### src/rtl/alu_writeback_stage.sv
// alu_writeback_stage
// Sits directly after the 16-bit ALU. Each accepted op is captured with its
// destination tag. When requested, its flag nibble is committed to the
// architectural flag register. Any conditional branch is resolved against the
// flags as they stood before the op's own update. A 2-entry skid buffer lets
// writeback stall without losing or reordering results. in_ready depends only
// on the buffer state, so there is no combinational path from out_ready.
module alu_writeback_stage #(
    parameter int WIDTH = 16,
    parameter int RADDR = 3
) (
    input  logic             clk,
    input  logic             rst,
    input  logic             in_valid,
    output logic             in_ready,
    input  logic [WIDTH-1:0] in_result,
    input  logic [3:0]       in_flags,
    input  logic [RADDR-1:0] in_rd,
    input  logic             in_wen,
    input  logic             in_fen,
    input  logic             in_isbr,
    input  logic [2:0]       in_cond,
    output logic             out_valid,
    input  logic             out_ready,
    output logic [WIDTH-1:0] out_result,
    output logic [RADDR-1:0] out_rd,
    output logic             out_wen,
    output logic             br_taken,
    output logic [3:0]       flags,
    output logic [15:0]      retired
);

    localparam logic [1:0] EMPTY = 2'd0;
    localparam logic [1:0] ONE   = 2'd1;
    localparam logic [1:0] TWO   = 2'd2;

    logic [1:0]       state_reg, state_next;
    logic [WIDTH-1:0] main_result_reg, skid_result_reg;
    logic [RADDR-1:0] main_rd_reg, skid_rd_reg;
    logic             main_wen_reg, skid_wen_reg;
    logic             main_br_reg, skid_br_reg;
    logic [3:0]       flags_reg;
    logic [15:0]      retired_reg;

    logic acc, fire, cond_true, br_new;
    logic load_main, load_skid, move_skid;

    assign in_ready  = (state_reg != TWO) & ~rst;
    assign out_valid = (state_reg != EMPTY);
    assign acc       = in_valid & in_ready;
    assign fire      = out_valid & out_ready;

    assign out_result = main_result_reg;
    assign out_rd     = main_rd_reg;
    assign out_wen    = main_wen_reg;
    assign br_taken   = main_br_reg;
    assign flags      = flags_reg;
    assign retired    = retired_reg;

    // Branch condition, evaluated against the flags committed before this op.
    // Flag order is {S,Z,C,V}.
    always_comb begin
        cond_true = 1'b0;
        case (in_cond)
            3'b000: cond_true = 1'b1;
            3'b001: cond_true = flags_reg[2];
            3'b010: cond_true = ~flags_reg[2];
            3'b011: cond_true = flags_reg[3] ^ flags_reg[0];
            3'b100: cond_true = ~(flags_reg[3] ^ flags_reg[0]);
            3'b101: cond_true = flags_reg[1];
            3'b110: cond_true = ~flags_reg[1];
            default: cond_true = flags_reg[0];
        endcase
    end

    assign br_new = in_isbr & cond_true;

    // The main entry is loaded from the input when the buffer is empty, or when
    // it is being replaced in the same cycle it retires. The skid entry is
    // loaded only when the main entry is stalled.
    assign load_main = acc & ((state_reg == EMPTY) | ((state_reg == ONE) & fire));
    assign load_skid = acc & (state_reg == ONE) & ~fire;
    assign move_skid = fire & (state_reg == TWO);

    // Next-state logic for the buffer occupancy FSM.
    always_comb begin
        state_next = state_reg;
        case (state_reg)
            EMPTY: if (acc) state_next = ONE;
            ONE: begin
                if (acc && !fire)      state_next = TWO;
                else if (fire && !acc) state_next = EMPTY;
            end
            TWO:   if (fire) state_next = ONE;
            default: state_next = EMPTY;
        endcase
    end

    // Occupancy state, buffer entries, flag register and retire counter.
    always_ff @(posedge clk or posedge rst) begin
        if (rst) begin
            state_reg       <= EMPTY;
            main_result_reg <= '0;
            main_rd_reg     <= '0;
            main_wen_reg    <= 1'b0;
            main_br_reg     <= 1'b0;
            skid_result_reg <= '0;
            skid_rd_reg     <= '0;
            skid_wen_reg    <= 1'b0;
            skid_br_reg     <= 1'b0;
            flags_reg       <= 4'h0;
            retired_reg     <= 16'h0000;
        end else begin
            state_reg <= state_next;
            if (load_main) begin
                main_result_reg <= in_result;
                main_rd_reg     <= in_rd;
                main_wen_reg    <= in_wen;
                main_br_reg     <= br_new;
            end else if (move_skid) begin
                main_result_reg <= skid_result_reg;
                main_rd_reg     <= skid_rd_reg;
                main_wen_reg    <= skid_wen_reg;
                main_br_reg     <= skid_br_reg;
            end
            if (load_skid) begin
                skid_result_reg <= in_result;
                skid_rd_reg     <= in_rd;
                skid_wen_reg    <= in_wen;
                skid_br_reg     <= br_new;
            end
            // Flags commit on accept, regardless of writeback back-pressure.
            if (acc && in_fen)
                flags_reg <= in_flags;
            if (fire)
                retired_reg <= retired_reg + 16'h0001;
        end
    end

endmodule

### config.mk
export PLATFORM = sky130hd
export DESIGN_NAME = alu_writeback_stage
export DESIGN_NICKNAME = d
export VERILOG_FILES = /design/src/rtl/alu_writeback_stage.sv
export SDC_FILE = /design/constraint.sdc
export NUM_CORES = 1
export LEC_CHECK = 0
export ABC_AREA = 1
export CELL_PAD_IN_SITES_DETAIL_PLACEMENT = 1
export CELL_PAD_IN_SITES_GLOBAL_PLACEMENT = 2
export CORE_UTILIZATION = 28
export DETAILED_ROUTE_END_ITERATION = 16
export GPL_TIMING_DRIVEN = 0
export PLACE_DENSITY = 0.84
export SYNTH_ARGS = -nofsm -noshare
export SYNTH_HDL_FRONTEND = slang
export SYNTH_SLANG_ARGS = --single-unit
### constraint.sdc
create_clock -name clk -period 2.8 [get_ports clk]
set_input_delay 0.56 -clock clk [delete_from_list [all_inputs] [get_ports clk]]
set_output_delay 0.56 -clock clk [all_outputs]
set_load 0.05 [all_outputs]
==> results.cfg <==
[status]
outcome = completed

[cells_and_area]
syn2layout_area_growth_pct = 38.44
n_fill_cell = 1266
layout_common_cells = nand2_1 (165), clkdlybuf4s50_1 (75), dfrtp_1 (64)
layout.cell_area.non_filler_um2 = 4074
final_common_cell = nand2_1
drive_gt1_frac = 0.09707
nets = 473
num_antenna_cells = 0

[timing]
rsz0062_at_grt = no
max_slew_margin = 0.5171
worst_pin_slew_ps = 722.9
finalSetupTns_ps = 0
slew_violations = 0
fmax_mhz = 386.4
fin_crit_sh = 0.9242
finClkSkew_ps = 17.88
finalCriticalPeriod_ps = 2588
setup_violations = 0
hold_violations = 0

[logic_synthesis]
yosysSeqAreaShare = 0.5442
yosys_warnings = 0
synth_xor_area_frac = 0.03274
ys_top_cells_by_area = dfrtp_1 (54%), nand2_1 (21%), nand3_1 (3.4%), inv_1 (2.7%), nor2_1 (2.6%)
synth_mux_area_frac = 0
syn-num-nets = 386
synth_fa_ha_area_frac = 0.004252
syn_area_um2 = 2943
synth_top_family_by_area = simple AND/OR/NAND/NOR gates
synthDistinctLibCells = 23
netlist_instances = 352
synth_compound_area_frac = 0.03997
yosysTopAreaCell = dfrtp_1
synth_seq_cells = 64
synth_top_cell_area_share = 0.5442
avgSynthCellArea_um2 = 8.360
synth-simple-area-share = 0.3134

[setup_path]
critPathMaxStageDelay_ps = 850
cp.arrival_ps = 2030
critical_path_class = input pin to output port
critPathSlowestCell = clkdlybuf4s50_1
worst-r2r-cell-count = 8
reg2reg_setup_slack_ps = 1330
r2r-end = retired[14]
end_kind = output port
critPathLaunchType = input pin
reg2reg_from = retired[0]
crit_chain = clkdlybuf4s50_1, nor2_1, clkdlybuf4s50_1
cp_common_cell = clkdlybuf4s50_1
worstPathRequired_ps = 2240
critPathMaxFanout = 2

[cts]
cts_tree = done
clock_path_buffers = 2
clock_tree.root_cell = clkbuf_8
numCtsBuffers = 9
cts.sinks = 64
insertion_delay_ps = 340
hold_buffers = 0
cts_resized = 0
cts.htree.levels = 3
post_cts_buffers = 0
clk_pin_slew_ps = 60

[global_routing]
grt_pass1_vias = 2588
grt_use_met3 = 0.04950
antenna_found_initial = 0
busiest_layer = met2
grt_pass1_wl_um = 12900
gr-usage-met1 = 0.1934
grtUsageTotal = 0.1510
grt_overflow_total = 0
grt_max_degree = 37
gr-usage-met2 = 0.2450

[die]
dieArea_um2 = 10920
core_um2 = 10280
fp.dieH_um = 104.5
num_rows = 37
start_util = 0.2863
pin_count = 76
die_width_um = 104.5

[worst_hold_path]
holdPathStages = 2
min_from = skid_result_reg[11]
hold_path_class = register to register
hold_end = skid_result_reg[11]

[placement]
gp_congestion = 0.6972
hpwlAfterDp_um = 5527
post_dp_cell_area_um2 = 3887
numPortBuffers = 75

[run]
drv_cap = 0

[power_and_ir_drop]
power_density_nw_per_um2 = 778.7
p_leak_nw = 1.958
p_total_w = 0.003172
peakVddDrop_uv = 260.5

[routing]
ant_nets = 0
viasPerCell = 4.421
drtPass1Iterations = 4
wire_per_inst_um = 13.19
drt_iter0_markers = 80
routed_wl_um = 7639
vias = 2560
route.detailed.drc = 0
## layout make-up
type | count | area (µm²) | share of cell area
Inverter | 26 | 101.3 | 0.02488
Clock buffer | 11 | 141.4 | 0.03471
Sequential cell | 64 | 1602 | 0.3931
Multi-Input combinational cell | 252 | 1149 | 0.2819
Clock inverter | 4 | 45.04 | 0.01106
Tap cell | 136 | 170.2 | 0.04177
Buffer | 10 | 95.09 | 0.02334
Timing Repair Buffer | 76 | 770.7 | 0.1892
## through the flow
step	hold slack, ps	instances	worst slack, ps	utilization
floorplan	442.2	352	359.3	-
global route	501.4	579	110.0	0.3964
global placement	453.6	563	-897.3	0.3763
finish	472.2	579	212.2	0.3964
detailed placement	463.8	564	-117.8	0.3783
CTS	478.4	579	196.5	0.3964
## critical path, delay by kind of cell
family	cells	cell delay [ps]
and+or+nand+nor	1	160
buffers and inverters	2	1310
## worst max-delay path by stage
| stage | to | startpoint | slack [ps] | depth (start not counted) |
|---|---|---|---|---|
| final | in_ready | rst | 210 | 3 |
| after global routing | state_reg[0] | rst | 110 | 9 |
| after CTS | in_ready | rst | 200 | 3 |
| after detailed placement | state_reg[0] | rst | -120 | 9 |
| after global placement | state_reg[0] | rst | -900 | 9 |
| after floorplan | out_result[0] | rst | 360 | 8 |
## layer usage
metal	up-vias	wire length, µm	share of wire
li1	1263	-	-
met1	1234	3505	0.46
met2	54	3709	0.49
met3	9	349	0.046
met4	0	74	0.0097
met5	-	0	0
## cell families after synthesis
kind of cell             Yosys count
AND/OR/NAND/NOR                  221
flip-flops                        64
buffers and inverters             36
AO/OA/AOI/OAI                     19
XOR/XNOR                          11
adder cells (fa/ha/maj)            1
## power breakdown
group	leakage, nW	switching, W	internal, W	total (W)
combinational	1.04	0.000706	0.000379	0.00109
clock	0.0989	0.000355	0.000427	0.000782
sequential	0.816	0.000156	0.00115	0.00131
total	1.96	0.00122	0.00196	0.00317
## synthesized netlist by cell type
library cell,number
nand3b_1,3
nand4_1,1
buf_6,6
nand3_1,20
clkbuf_4,1
nor2_4,4
nand2_2,5
xnor2_1,5
buf_4,2
dfrtp_1,64
xor2_1,6
inv_2,5
a22oi_1,8
o21ai_0,7
nor2_2,2
nor2_1,20
a21boi_0,1
buf_2,1
inv_1,21
a21oi_1,3
nand3_2,1
ha_1,1
nand2_1,165
Power figures use the tool's default switching activity.
